`src/rtl/iobus_timer_if.sv`:
```
// iobus_timer_if: CPU I/O bus seen by the timer; master drives address/data/strobe, slave returns read data.
interface iobus_timer_if;
   logic [31:0] IOBUS_ADDR;
   logic [31:0] IOBUS_OUT;
   logic        IOBUS_WR;
   logic [31:0] IOBUS_IN;
   modport master (output IOBUS_ADDR, output IOBUS_OUT, output IOBUS_WR, input IOBUS_IN);
   modport slave (input IOBUS_ADDR, input IOBUS_OUT, input IOBUS_WR, output IOBUS_IN);
endinterface

```
`src/rtl/iobus_timer.sv`:
```
// iobus_timer: memory-mapped prescaled down-counter with one-shot/auto-reload modes and a level interrupt.
module iobus_timer #(
   parameter logic [31:0] BASE_ADDR = 32'h1100_0100,
   parameter int          PRE_W     = 16
) (
   input  logic           CLK,
   input  logic           RST,
   iobus_timer_if.slave   bus,
   output logic           INTR
);
   typedef enum logic [1:0] {IDLE, RUN, DONE} state_t;
   state_t            state;
   logic [2:0]        ctrl;
   logic [PRE_W-1:0]  prescale, pc;
   logic [31:0]       load, count, rdata;
   logic              exp, hit, wr_ctrl, wr_pre, wr_load, wr_st, tick, expire, unused_addr;
   logic [2:0]        off;
   assign hit         = bus.IOBUS_ADDR[31:5] == BASE_ADDR[31:5];
   assign off         = bus.IOBUS_ADDR[4:2];
   assign unused_addr = ^bus.IOBUS_ADDR[1:0];
   assign wr_ctrl     = bus.IOBUS_WR && hit && off == 3'd0;
   assign wr_pre      = bus.IOBUS_WR && hit && off == 3'd1;
   assign wr_load     = bus.IOBUS_WR && hit && off == 3'd2;
   assign wr_st       = bus.IOBUS_WR && hit && off == 3'd4;
   // Register writes and a pause take priority over the prescaler on the same edge.
   assign tick   = state == RUN && pc == prescale && !wr_load && !wr_pre && !(wr_ctrl && !bus.IOBUS_OUT[0]);
   assign expire = tick && count == 32'd0;
   assign INTR   = exp & ctrl[2];
   always_comb begin
      rdata = !hit       ? 32'd0 :
              off == 3'd0 ? {29'd0, ctrl} :
              off == 3'd1 ? 32'(prescale) :
              off == 3'd2 ? load :
              off == 3'd3 ? count :
              off == 3'd4 ? {31'd0, exp} : 32'd0;
   end
   always_ff @(posedge CLK or negedge RST) begin
      if (!RST) begin
         state        <= IDLE;
         ctrl         <= '0;
         prescale     <= '0;
         pc           <= '0;
         load         <= '0;
         count        <= '0;
         exp          <= 1'b0;
         bus.IOBUS_IN <= '0;
      end else begin
         bus.IOBUS_IN <= rdata;
         exp          <= expire | (exp & ~(wr_st & bus.IOBUS_OUT[0]));
         if (state == RUN && !wr_load && !wr_pre && !(wr_ctrl && !bus.IOBUS_OUT[0])) begin
            if (!tick) pc <= pc + 1'b1;
            else begin
               pc <= '0;
               if (!expire) count <= count - 32'd1;
               else if (ctrl[1]) count <= load;
               else state <= DONE;
            end
         end
         if (wr_ctrl) begin
            ctrl <= bus.IOBUS_OUT[2:0];
            if (!bus.IOBUS_OUT[0]) state <= IDLE;
            else if (state == IDLE) begin
               state <= RUN;
               if (count == 32'd0) count <= load;
            end else if (state == DONE) begin
               state <= RUN;
               count <= load;
               pc    <= '0;
            end
         end
         if (wr_pre) begin
            prescale <= bus.IOBUS_OUT[PRE_W-1:0];
            pc       <= '0;
         end
         if (wr_load) begin
            load  <= bus.IOBUS_OUT;
            count <= bus.IOBUS_OUT;
            pc    <= '0;
         end
      end
   end
endmodule
```
`src/flat_wrapper.sv`:
```
// flat-port wrapper written by rule: the top's interface ports become plain ports
module iobus_timer_flat 
#(
   parameter logic [31:0] BASE_ADDR = 32'h1100_0100,
   parameter int          PRE_W     = 16
)
  (CLK, RST, INTR, bus_IOBUS_ADDR, bus_IOBUS_OUT, bus_IOBUS_WR, bus_IOBUS_IN);
  iobus_timer_if bus_i ();
  input  logic CLK;
  input  logic RST;
  output logic INTR;
  input wire logic [$bits(bus_i.IOBUS_ADDR)-1:0] bus_IOBUS_ADDR;
  input wire logic [$bits(bus_i.IOBUS_OUT)-1:0] bus_IOBUS_OUT;
  input wire logic [$bits(bus_i.IOBUS_WR)-1:0] bus_IOBUS_WR;
  output wire logic [$bits(bus_i.IOBUS_IN)-1:0] bus_IOBUS_IN;
  assign bus_i.IOBUS_ADDR = bus_IOBUS_ADDR;
  assign bus_i.IOBUS_OUT = bus_IOBUS_OUT;
  assign bus_i.IOBUS_WR = bus_IOBUS_WR;
  assign bus_IOBUS_IN = bus_i.IOBUS_IN;
  iobus_timer #(.BASE_ADDR(BASE_ADDR), .PRE_W(PRE_W)) u_core (.CLK(CLK), .RST(RST), .bus(bus_i), .INTR(INTR));
endmodule
```
`config.mk`:
```
export PLATFORM = sky130hd
export DESIGN_NAME = iobus_timer_flat
export DESIGN_NICKNAME = d
export VERILOG_FILES = /design/src/rtl/iobus_timer_if.sv /design/src/rtl/iobus_timer.sv /design/src/flat_wrapper.sv
export SDC_FILE = /design/constraint.sdc
export NUM_CORES = 1
export LEC_CHECK = 0
export BUFFER_PORTS_ARGS = -buffer_cell sky130_fd_sc_hd__buf_2
export CAP_MARGIN = 20
export CELL_PAD_IN_SITES_DETAIL_PLACEMENT = 0
export CELL_PAD_IN_SITES_GLOBAL_PLACEMENT = 1
export CORE_ASPECT_RATIO = 0.75
export CORE_MARGIN = 8
export CORE_UTILIZATION = 40
export DETAILED_ROUTE_END_ITERATION = 16
export PLACE_DENSITY_LB_ADDON = 0.1
export SLEW_MARGIN = 20
export SYNTH_ARGS = -nofsm -noshare
export SYNTH_HDL_FRONTEND = slang
export SYNTH_SLANG_ARGS = --single-unit
export TNS_END_PERCENT = 30
```
`constraint.sdc`:
```
create_clock -name CLK -period 8.2 [get_ports CLK]
set_clock_uncertainty 0.05 [all_clocks]
set_input_delay 0.82 -clock CLK [delete_from_list [all_inputs] [get_ports CLK]]
set_output_delay 0.82 -clock CLK [all_outputs]
set_load 0.01 [all_outputs]
```
==> results of run 1 <==
cells in the mapped netlist (3+ instances only):
cell	n	area, µm²
nor4_1	23	144
nand4_1	12	75.1
and3_1	6	37.5
o211ai_1	3	22.5
a221o_1	6	60.1
nor2b_1	5	31.3
xor2_1	23	201
ha_1	3	37.5
o22ai_1	9	56.3
xnor2_1	5	43.8
or4_1	8	60.1
dfrtp_1	134	3350
nor3_1	18	90.1
a21oi_1	45	225
nor4b_1	4	35.0
nor2_1	78	293
a21o_1	4	30.0
inv_1	15	56.3
mux2_2	31	349
a31oi_1	3	18.8
clkbuf_1	41	154
nand3b_1	5	37.5
nand2_1	157	589
a211oi_1	11	82.6
buf_2	4	20.0
buf_1	4	15.0
mux2i_1	7	70.1
or2_2	3	18.8
a21boi_0	5	37.5
a211o_1	11	96.3
nand3_1	33	165
or3_1	10	62.6
a22o_1	3	26.3
o21ai_0	48	240
a22oi_1	30	225
area by class of cell:
cell class | instances | area, µm²
fillers | 1773 | 9460
multi-input cells | 642 | 3760
flip-flops and latches | 134 | 3350
repair buffers | 114 | 619
clock buffers | 22 | 484
well taps | 247 | 309
clock inverters | 10 | 191
inverters | 15 | 56.3
report_power, final:
part | internal [mW] | total [mW] | switching (mW)
sequential | 0.661 | 0.661 | 0.0000000360
clock | 0.574 | 0.877 | 0.302
combinational | 0.0191 | 0.0563 | 0.0372
total | 1.25 | 1.59 | 0.340
worst max-delay path: stages:
cell and delay (ps):
buf_2 80, buf_4 340, nor2b_2 660, buf_4 260
nor2b_2 820, inv_1 130, nor2_2 720, buf_4 410
nand3b_1 190, nand2b_1 510, nor2_1 120
sequential cells by signal (all words and copies together), names as in the netlist:
| register | count |
|---|---|
| u_core.ctrl | 3 |
| u_core.state | 2 |
| u_core.pc | 16 |
| u_core.prescale | 16 |
| u_core.count | 32 |
| u_core.bus.IOBUS_IN | 32 |
| u_core.load | 32 |
| u_core.exp | 1 |
cell families (layout without fill, tap and decap cells):
logic type,after synthesis,after routing,synth area share
compound gates,196,196,0.173
xor+xnor,28,28,0.0333
fa+ha+maj,3,3,0.00511
buf+inv,66,161,0.0359
flops,134,134,0.456
mux,38,38,0.0570
simple gates,377,377,0.239
layer usage:
| layer | vias up | share of wire | track usage |
|---|---|---|---|
| li1 | 3188 | - | - |
| met1 | 3403 | 0.48 | 0.295 |
| met2 | 274 | 0.43 | 0.314 |
| met3 | 33 | 0.075 | 0.0554 |
| met4 | 0 | 0.014 | 0.0636 |
| met5 | - | 0 | 0 |
how the worst min path moves through the flow:
stage                                          start                                end  depth (start not counted)
after global routing                             RST  u_core.bus.IOBUS_IN[31]$_DFF_PN0_                          1
final                                            RST  u_core.bus.IOBUS_IN[18]$_DFF_PN0_                          1
after global placement    u_core.load[0]$_DFFE_PN0P_          u_core.count[0]$_DFF_PN0_                          2
after floorplan           u_core.load[0]$_DFFE_PN0P_         u_core.load[0]$_DFFE_PN0P_                          2
after CTS                                        RST  u_core.bus.IOBUS_IN[20]$_DFF_PN0_                          1
after detailed placement  u_core.load[0]$_DFFE_PN0P_         u_core.load[0]$_DFFE_PN0P_                          2
per-stage QoR:
step	area, µm²	hold slack (ps)	instances
floorplan	7350	419	842
global placement	8090	440	1151
detailed placement	8090	460	1151
CTS	8770	351	1183
global route	8770	380	1184
finish	8770	328	1184
==> results.toml, run 1 <==
[status]
status = "complete, no violations"

[synthesis]
synth_area_um2 = 7350
ys_ff_latch = 134
ys.flop_type = "dfrtp_1"
yosys.cell_types.count = 60
async_reset_ff_frac = 1.00
syn_avg_cell_area_um2 = 8.73
ys_seq_area_frac = 0.456
synthCells = 842
synth_nets = 912
synth_edf_count = 0
synth_warnings = 0

[place]
hpwl_um = 16700
pre_cts_slack_ps = 3000
numPortBuffers = 97
place.gp.congestion = 0.860

[cts]
postCtsSetupBuffers = 0
clk_pin_slew_ps = 60
root_buffer = "clkbuf_16"
clock_path_buffers = 2
cts.sinks = 134
hold_buffers = 0
cts_tree = "done"
worstSkewPairLatency_ps = 430
cts_max_level = 4
ctsResizeCount = 0
cts_made_buffers = 17

[pwr]
vdd_drop_max_v = 0.000113
power_density_nw_per_um2 = 182
p_leak_nw = 4.16
p_total_mw = 1.59

[floorplanning]
die_h_um = 133
die_x_um = 173
initial_utilization = 0.403
core.rowCount = 43
coreArea_um2 = 18200
io-pin-count = 100
die_area_um2 = 23000

[setup_path]
crit_path_end_kind = "flop"
cp-start-kind = "input pin"
cp-endpoint = "u_core.pc[0]$_DFF_PN0_"
worstSetupPathType = "input pin to flop"
worstSetupStartpoint = "bus_IOBUS_ADDR[3]"
cp_max_fo = 25
r2r_slack_ps = 3750
reg2reg_depth = 9
required_ps = 8430
reg2reg_from = "u_core.count[20]$_DFF_PN0_"
worstReg2RegEnd = "u_core.count[31]$_DFF_PN0_"
cp_data_arrival_time_ps = 5080

[sta]
min_period_ps = 4850
rsz0062_at_grt = "no"
max_freq_mhz = 206
finalSetupViolCount = 0
slew_violations = 0
hold_violations = 0
worstMarginPinSlew_ps = 1130
maxSlewHeadroom = 0.249
tns_ps = 0
setup_slack_ps = 3350
post-route-period-util = 0.591

[route]
via_count = 6898
wl_per_cell_um = 20.5
antenna_left = 0
route.detailed.drc = 0
drtIter0Drc = 734
firstDrtPassIters = 5
drt-total-wl_um = 24300
vias_per_cell = 5.83

[finish]
synthToLayoutAreaGrowth_pct = 19.3
fin_util = 0.481
diodes = 0
layout_common_cells = "157 x nand2_1, 134 x dfrtp_1, 96 x buf_2, 77 x nor2_1, 47 x o21ai_0"
drive_gt1_frac = 0.202
final_common_cell = "nand2_1"
nets = 994

[run]
maxCapViolations = 0

[global_route]
grt.total_usage = 0.211
grt_max_degree = 73
grt_pass1_wl_um = 38400
gr-total-overflow = 0
grt_pass1_vias = 6912
antenna_found_initial = 0

[hold_path]
min-delay-path-class = "input pin to async pin"
(Power assumes the default switching activity.)
==> inputs of run 2 (changes only) <==
--- a/config.mk
+++ b/config.mk
@@ -5,6 +5,7 @@
 export SDC_FILE = /design/constraint.sdc
 export NUM_CORES = 1
 export LEC_CHECK = 0
+export ABC_AREA = 1
 export BUFFER_PORTS_ARGS = -buffer_cell sky130_fd_sc_hd__buf_2
 export CAP_MARGIN = 20
 export CELL_PAD_IN_SITES_DETAIL_PLACEMENT = 0
==> constraint.sdc (replaced) <==
create_clock -name CLK -period 4.7 [get_ports CLK]
set_clock_uncertainty 0.05 [all_clocks]
set_input_delay 0.47 -clock CLK [delete_from_list [all_inputs] [get_ports CLK]]
set_output_delay 0.47 -clock CLK [all_outputs]
set_load 0.01 [all_outputs]
==> run 2 against run 1 <==
Area after synthesis grew 17%. Combinational power grew 110%. Wire length grew 15%. Via count grew 19%. Critical path type is now flop to flop. Highest routed layer unchanged.
==> results.toml, run 2 <==
[hold_path]
hold_start = "bus_IOBUS_OUT[28]"
min-delay-path-class = "input pin to flop"
holdPathEnd = "u_core.load[28]$_DFFE_PN0P_"
hold_depth = 3

[cts]
clk_pin_slew_ps = 60
cts_tree = "done"
worstSkewPairLatency_ps = 430
cts_max_level = 4
cts.sinks = 134
root_buffer = "clkbuf_16"
clock_path_buffers = 2
ctsResizeCount = 0
cts_made_buffers = 17

[pwr]
p_leak_nw = 4.89
power_density_nw_per_um2 = 268
vdd_drop_max_v = 0.000169

[floorplanning]
die_x_um = 186
core.rowCount = 46
io-pin-count = 100
initial_utilization = 0.408
coreArea_um2 = 21100
die_h_um = 143
die_area_um2 = 26600

[sta]
rsz0062_at_grt = "no"
slew_violations = 0
min_period_ps = 3080
maxSlewHeadroom = 0.309
worstMarginPinSlew_ps = 1030
setup_slack_ps = 1620
finalSetupViolCount = 0
tns_ps = 0
hold_violations = 0
post-route-period-util = 0.655
holdWs_ps = 210
max_freq_mhz = 325

[global_route]
gr-total-overflow = 0
antenna_found_initial = 0
grt_pass1_vias = 7723
grt_pass1_wl_um = 44300
grt_max_degree = 103
grt.total_usage = 0.215

[finish]
synthToLayoutAreaGrowth_pct = 14.6
nets = 1356
diodes = 0
fin_area_um2 = 9880
fillers = 2238
stdcell_count = 1587
largest_registers = "u_core.bus.IOBUS_IN (32), u_core.count (32), u_core.load (32)"
layout_common_cells = "308 x nand2_1, 146 x inv_1, 134 x dfrtp_1, 133 x nor2_1, 96 x buf_2"
drive_gt1_frac = 0.162
final_common_cell = "nand2_1"

[synthesis]
synth_area_um2 = 8620
synth_warnings = 0
syn_avg_cell_area_um2 = 7.13
yosys.cell_types.count = 52
async_reset_ff_frac = 1.00
synth_nets = 1279
synth_top_area_frac = 0.389
ys_seq_area_frac = 0.389
yosys-top-cells-area = "dfrtp_1 39%, nand2_1 13%, inv_1 6.4%"
ys_ff_latch = 134
synth_top_area_cell = "dfrtp_1"
yosysMostFrequentCell = "nand2_1"
synthCells = 1209
synth_common_cells = "308 x nand2_1, 146 x inv_1, 134 x dfrtp_1, 134 x nor2_1, 91 x o21ai_0"
synth_edf_count = 0
ys.flop_type = "dfrtp_1"

[place]
place.gp.congestion = 0.890
hpwl_um = 20100
numPortBuffers = 97
placedCellCount = 1553
pre_cts_slack_ps = 1510
placed_cell_area_um2 = 9240

[route]
firstDrtPassIters = 5
route.detailed.drc = 0
drtIter0Drc = 655
antenna_left = 0
vias_per_cell = 5.19
wl_per_cell_um = 17.7
via_count = 8239
drt-total-wl_um = 28100

[setup_path]
cp_max_fo = 21
worstSetupPathType = "flop to flop"
reg2reg_depth = 13
cp_data_arrival_time_ps = 3330
reg2reg_from = "u_core.count[0]$_DFF_PN0_"
r2r_slack_ps = 1620
required_ps = 4950
cp-start-kind = "flop"
crit_path_end_kind = "flop"
worstReg2RegEnd = "u_core.count[11]$_DFF_PN0_"

[run]
maxCapViolations = 0

[status]
status = "complete, no violations"
run 2: cell count changes in the layout (fill, tap and decap cells not counted), sizes merged, moves of 14 or more:
cell,change
nor2,+80
o21ai,+70
a22oi,-30
nand2,+159
a21oi,+14
mux2,-31
o211ai,+14
inv,+157
nand3,+17
nor4,-21
run 2: repair_timing:
item,CTS,global route
hold buffers,0,1
hold endpoints to repair,0,45
buffers inserted,0,0
run 2: per-layer routing:
layer	global-route usage	vias to the layer above	wire, µm
met5	0	-	0
met4	0.0383	0	190
met3	0.0465	13	1900
met2	0.291	245	10900
met1	0.341	3900	15100
li1	-	4081	-
run 2: critical path: stages (launching register included):
cell and delay (ps):
dfrtp_1 460, inv_1 170, ha_1 170, nand2_1 50, inv_1 120, nand3_1 100, nor3_1 150, nand3_1 140
nor2_4 550, nand2_2 230, nand2_4 280, inv_2 230, o21ai_0 130, o21ai_0 100
run 2: worst max path at each step:
stage / start / to / slack (ps) / cells past startpoint
finish: u_core.count[0]$_DFF_PN0_ / u_core.count[11]$_DFF_PN0_ / 1620 / 13
global route: u_core.count[0]$_DFF_PN0_ / u_core.count[11]$_DFF_PN0_ / 1300 / 13
CTS: u_core.count[0]$_DFF_PN0_ / u_core.count[11]$_DFF_PN0_ / 1660 / 13
detailed placement: bus_IOBUS_ADDR[4] / u_core.pc[12]$_DFF_PN0_ / 1510 / 13
global placement: bus_IOBUS_ADDR[4] / u_core.pc[12]$_DFF_PN0_ / 1520 / 13
floorplan: u_core.count[0]$_DFF_PN0_ / u_core.count[13]$_DFF_PN0_ / 2750 / 15
run 2: cells by family after synthesis:
group / count (synthesis) / synth area share
compound gates: 257 / 0.178
buf+inv: 217 / 0.108
mux: 1 / 0.00116
xor+xnor: 22 / 0.0223
flops: 134 / 0.389
simple gates: 575 / 0.297
fa+ha+maj: 3 / 0.00435
run 2: area by class of cell:
cell class	count	area, µm²	area share
clock buffer	20	457	0.0462
tap	288	360	0.0365
timing repair buffer	104	567	0.0574
clock inverter	12	144	0.0146
multi-input combinational	858	4360	0.441
inverter	171	644	0.0652
sequential	134	3350	0.339
run 2: per-stage QoR:
step           total power [mW]  utilization
2_1_floorplan              1.22            -
3_3_place_gp               1.29        0.438
3_5_place_dp               1.29        0.438
4_1_cts                    2.67        0.466
5_1_grt                    2.74        0.468
6_report                   2.65        0.468
run 2: power breakdown:
part	leakage [nW]	switching [mW]	internal [mW]
combinational	2.88	0.0819	0.0361
sequential	1.73	0.0000000667	1.15
clock	0.284	0.564	0.818
==> inputs of run 3 (changes only) <==
--- a/config.mk
+++ b/config.mk
@@ -12,7 +12,7 @@
 export CELL_PAD_IN_SITES_GLOBAL_PLACEMENT = 1
 export CORE_ASPECT_RATIO = 0.75
 export CORE_MARGIN = 8
-export CORE_UTILIZATION = 40
+export CORE_UTILIZATION = 39
 export DETAILED_ROUTE_END_ITERATION = 16
 export PLACE_DENSITY_LB_ADDON = 0.1
 export SLEW_MARGIN = 20
==> constraint.sdc (replaced) <==
create_clock -name CLK -period 2.5 [get_ports CLK]
set_clock_uncertainty 0.05 [all_clocks]
set_input_delay 0.25 -clock CLK [delete_from_list [all_inputs] [get_ports CLK]]
set_output_delay 0.25 -clock CLK [all_outputs]
set_load 0.01 [all_outputs]
==> run 3 against run 2 <==
Global-route usage grew 0.38 points. Hold slack lost 190 ps. Via count grew 3.0%. Largest cell class unchanged.
==> results.toml, run 3 (same netlist as run 2, synthesis figures left out) <==
[status]
status = "complete, no violations"

[finish]
largest_registers = "u_core.bus.IOBUS_IN (32), u_core.count (32), u_core.load (32)"
final_common_cell = "nand2_1"
synthToLayoutAreaGrowth_pct = 19.7
fin_util = 0.472
layout_common_cells = "308 x nand2_1, 146 x inv_1, 134 x dfrtp_1, 133 x nor2_1, 96 x buf_2"
nets = 1406
diodes = 0
drive_gt1_frac = 0.191

[global_route]
grt_pass1_wl_um = 46300
gr-total-overflow = 0
grt_pass1_vias = 8036
antenna_found_initial = 0
grt_max_degree = 54
grt.total_usage = 0.219

[setup_path]
crit_path_end_kind = "flop"
worstSetupPathType = "flop to flop"
r2r_slack_ps = 150
cp_max_fo = 15
cp_data_arrival_time_ps = 2600
required_ps = 2760
cp-start-kind = "flop"

[floorplanning]
die_x_um = 188
die_area_um2 = 27200
die_h_um = 145
io-pin-count = 100
initial_utilization = 0.394
core.rowCount = 47
coreArea_um2 = 21900

[run]
maxCapViolations = 0

[cts]
cts.sinks = 134
cts_max_level = 4
postCtsSetupBuffers = 0
clock_path_buffers = 2
cts_tree = "done"
cts_made_buffers = 17
root_buffer = "clkbuf_16"
worstSkewPairLatency_ps = 430
clk_pin_slew_ps = 60

[sta]
worstMarginPinSlew_ps = 771
setup_slack_ps = 152
max_freq_mhz = 426
slew_violations = 0
finalSetupViolCount = 0
post-route-period-util = 0.939
tns_ps = 0
hold_violations = 0
maxSlewHeadroom = 0.486
min_period_ps = 2350
rsz0062_at_grt = "no"

[route]
antenna_left = 0
wl_per_cell_um = 17.9
firstDrtPassIters = 5
drtIter0Drc = 749
drt-total-wl_um = 29400
route.detailed.drc = 0
via_count = 8489
vias_per_cell = 5.17

[pwr]
p_seq_frac = 0.430
power_frac_comb = 0.046
p_total_mw = 5.04
vdd_drop_max_v = 0.000409
netSwitchingPower_mw = 1.24
switching_share = 0.245
power_density_nw_per_um2 = 488
p_leak_nw = 5.17
p_clk_frac = 0.524
cell_internal_pwr_mw = 3.81

[place]
numPortBuffers = 97
hpwl_um = 21600
place.gp.congestion = 0.899
pre_cts_slack_ps = 173

[hold_path]
min-delay-path-class = "input pin to flop"
[run 3: cell types whose count changed in the layout (fill, tap and decap cells not counted)]
cell,previous run,this run
inv_6,3,5
buf_16,1,0
o21ai_2,0,1
clkbuf_8,2,3
clkinv_4,4,1
buf_12,0,6
buf_4,5,47
clkbuf_1,1,0
dlygate4sd3_1,1,4
clkinv_2,0,1
o21ai_4,1,0
[run 3: power groups by stage]
stage          sequential, mW  combinational, mW  clock [mW]
2_1_floorplan            2.21             0.0782           0
3_3_place_gp             2.21              0.229           0
3_5_place_dp             2.21              0.228           0
4_1_cts                  2.17              0.235        2.68
5_1_grt                  2.17              0.261        2.76
6_report                 2.17              0.232        2.64
[run 3: critical path, cell delays in order, from the launching register on]
cell	delay, ps
dfrtp_1	380
inv_1	160
ha_1	190
nand2_1	50
inv_1	130
nand3_1	90
nor3_1	160
nand3_1	140
nor2_4	190
nand2_2	130
nand2_4	140
inv_2	190
o211ai_1	150
nand2_1	70
[run 3: worst paths after layout]
| check | end | startpoint | cells after the start |
|---|---|---|---|
| setup / recovery | u_core.count[2]$_DFF_PN0_ | u_core.count[0]$_DFF_PN0_ | 13 |
| max in group asynchronous | u_core.prescale[3]$_DFFE_PN0P_ | RST | 3 |
| min in group asynchronous | u_core.bus.IOBUS_IN[10]$_DFF_PN0_ | RST | 2 |
| hold reg to reg | u_core.ctrl[0]$_DFFE_PN0N_ | u_core.ctrl[0]$_DFFE_PN0N_ | 2 |
| hold / removal | u_core.prescale[5]$_DFFE_PN0P_ | bus_IOBUS_OUT[5] | 3 |
| setup reg to reg | u_core.count[2]$_DFF_PN0_ | u_core.count[0]$_DFF_PN0_ | 13 |
[run 3: final cells by class]
cell class                 instances  area (µm²)
clock buffer                      20         467
clock inverter                    12         140
tap                              294         368
multi-input combinational        858        4350
sequential                       134        3350
fill                            2303       11600
inverter                         171         644
timing repair buffer             154        1000
[run 3: metal layers]
layer	GRT usage	routed length, µm
met5	0	0
met2	0.292	11400
met3	0.0455	2020
met4	0.0529	342
met1	0.346	15600
[run 3: timing repair]
action                                 4_1_cts  5_1_grt
hold buffers                                 4        0
setup endpoints to repair                    0        0
resized for setup                            0        0
endpoints found under the hold margin       54        0
[run 3: metrics by stage]
step                      hold WS (ps)  cells  cell area, µm²
after floorplan                  -95.6   1209            8620
after global placement             204   1607            9680
after detailed placement           202   1607            9680
after CTS                         8.82   1643           10300
after global routing              14.0   1643           10300
final                             16.7   1643           10300
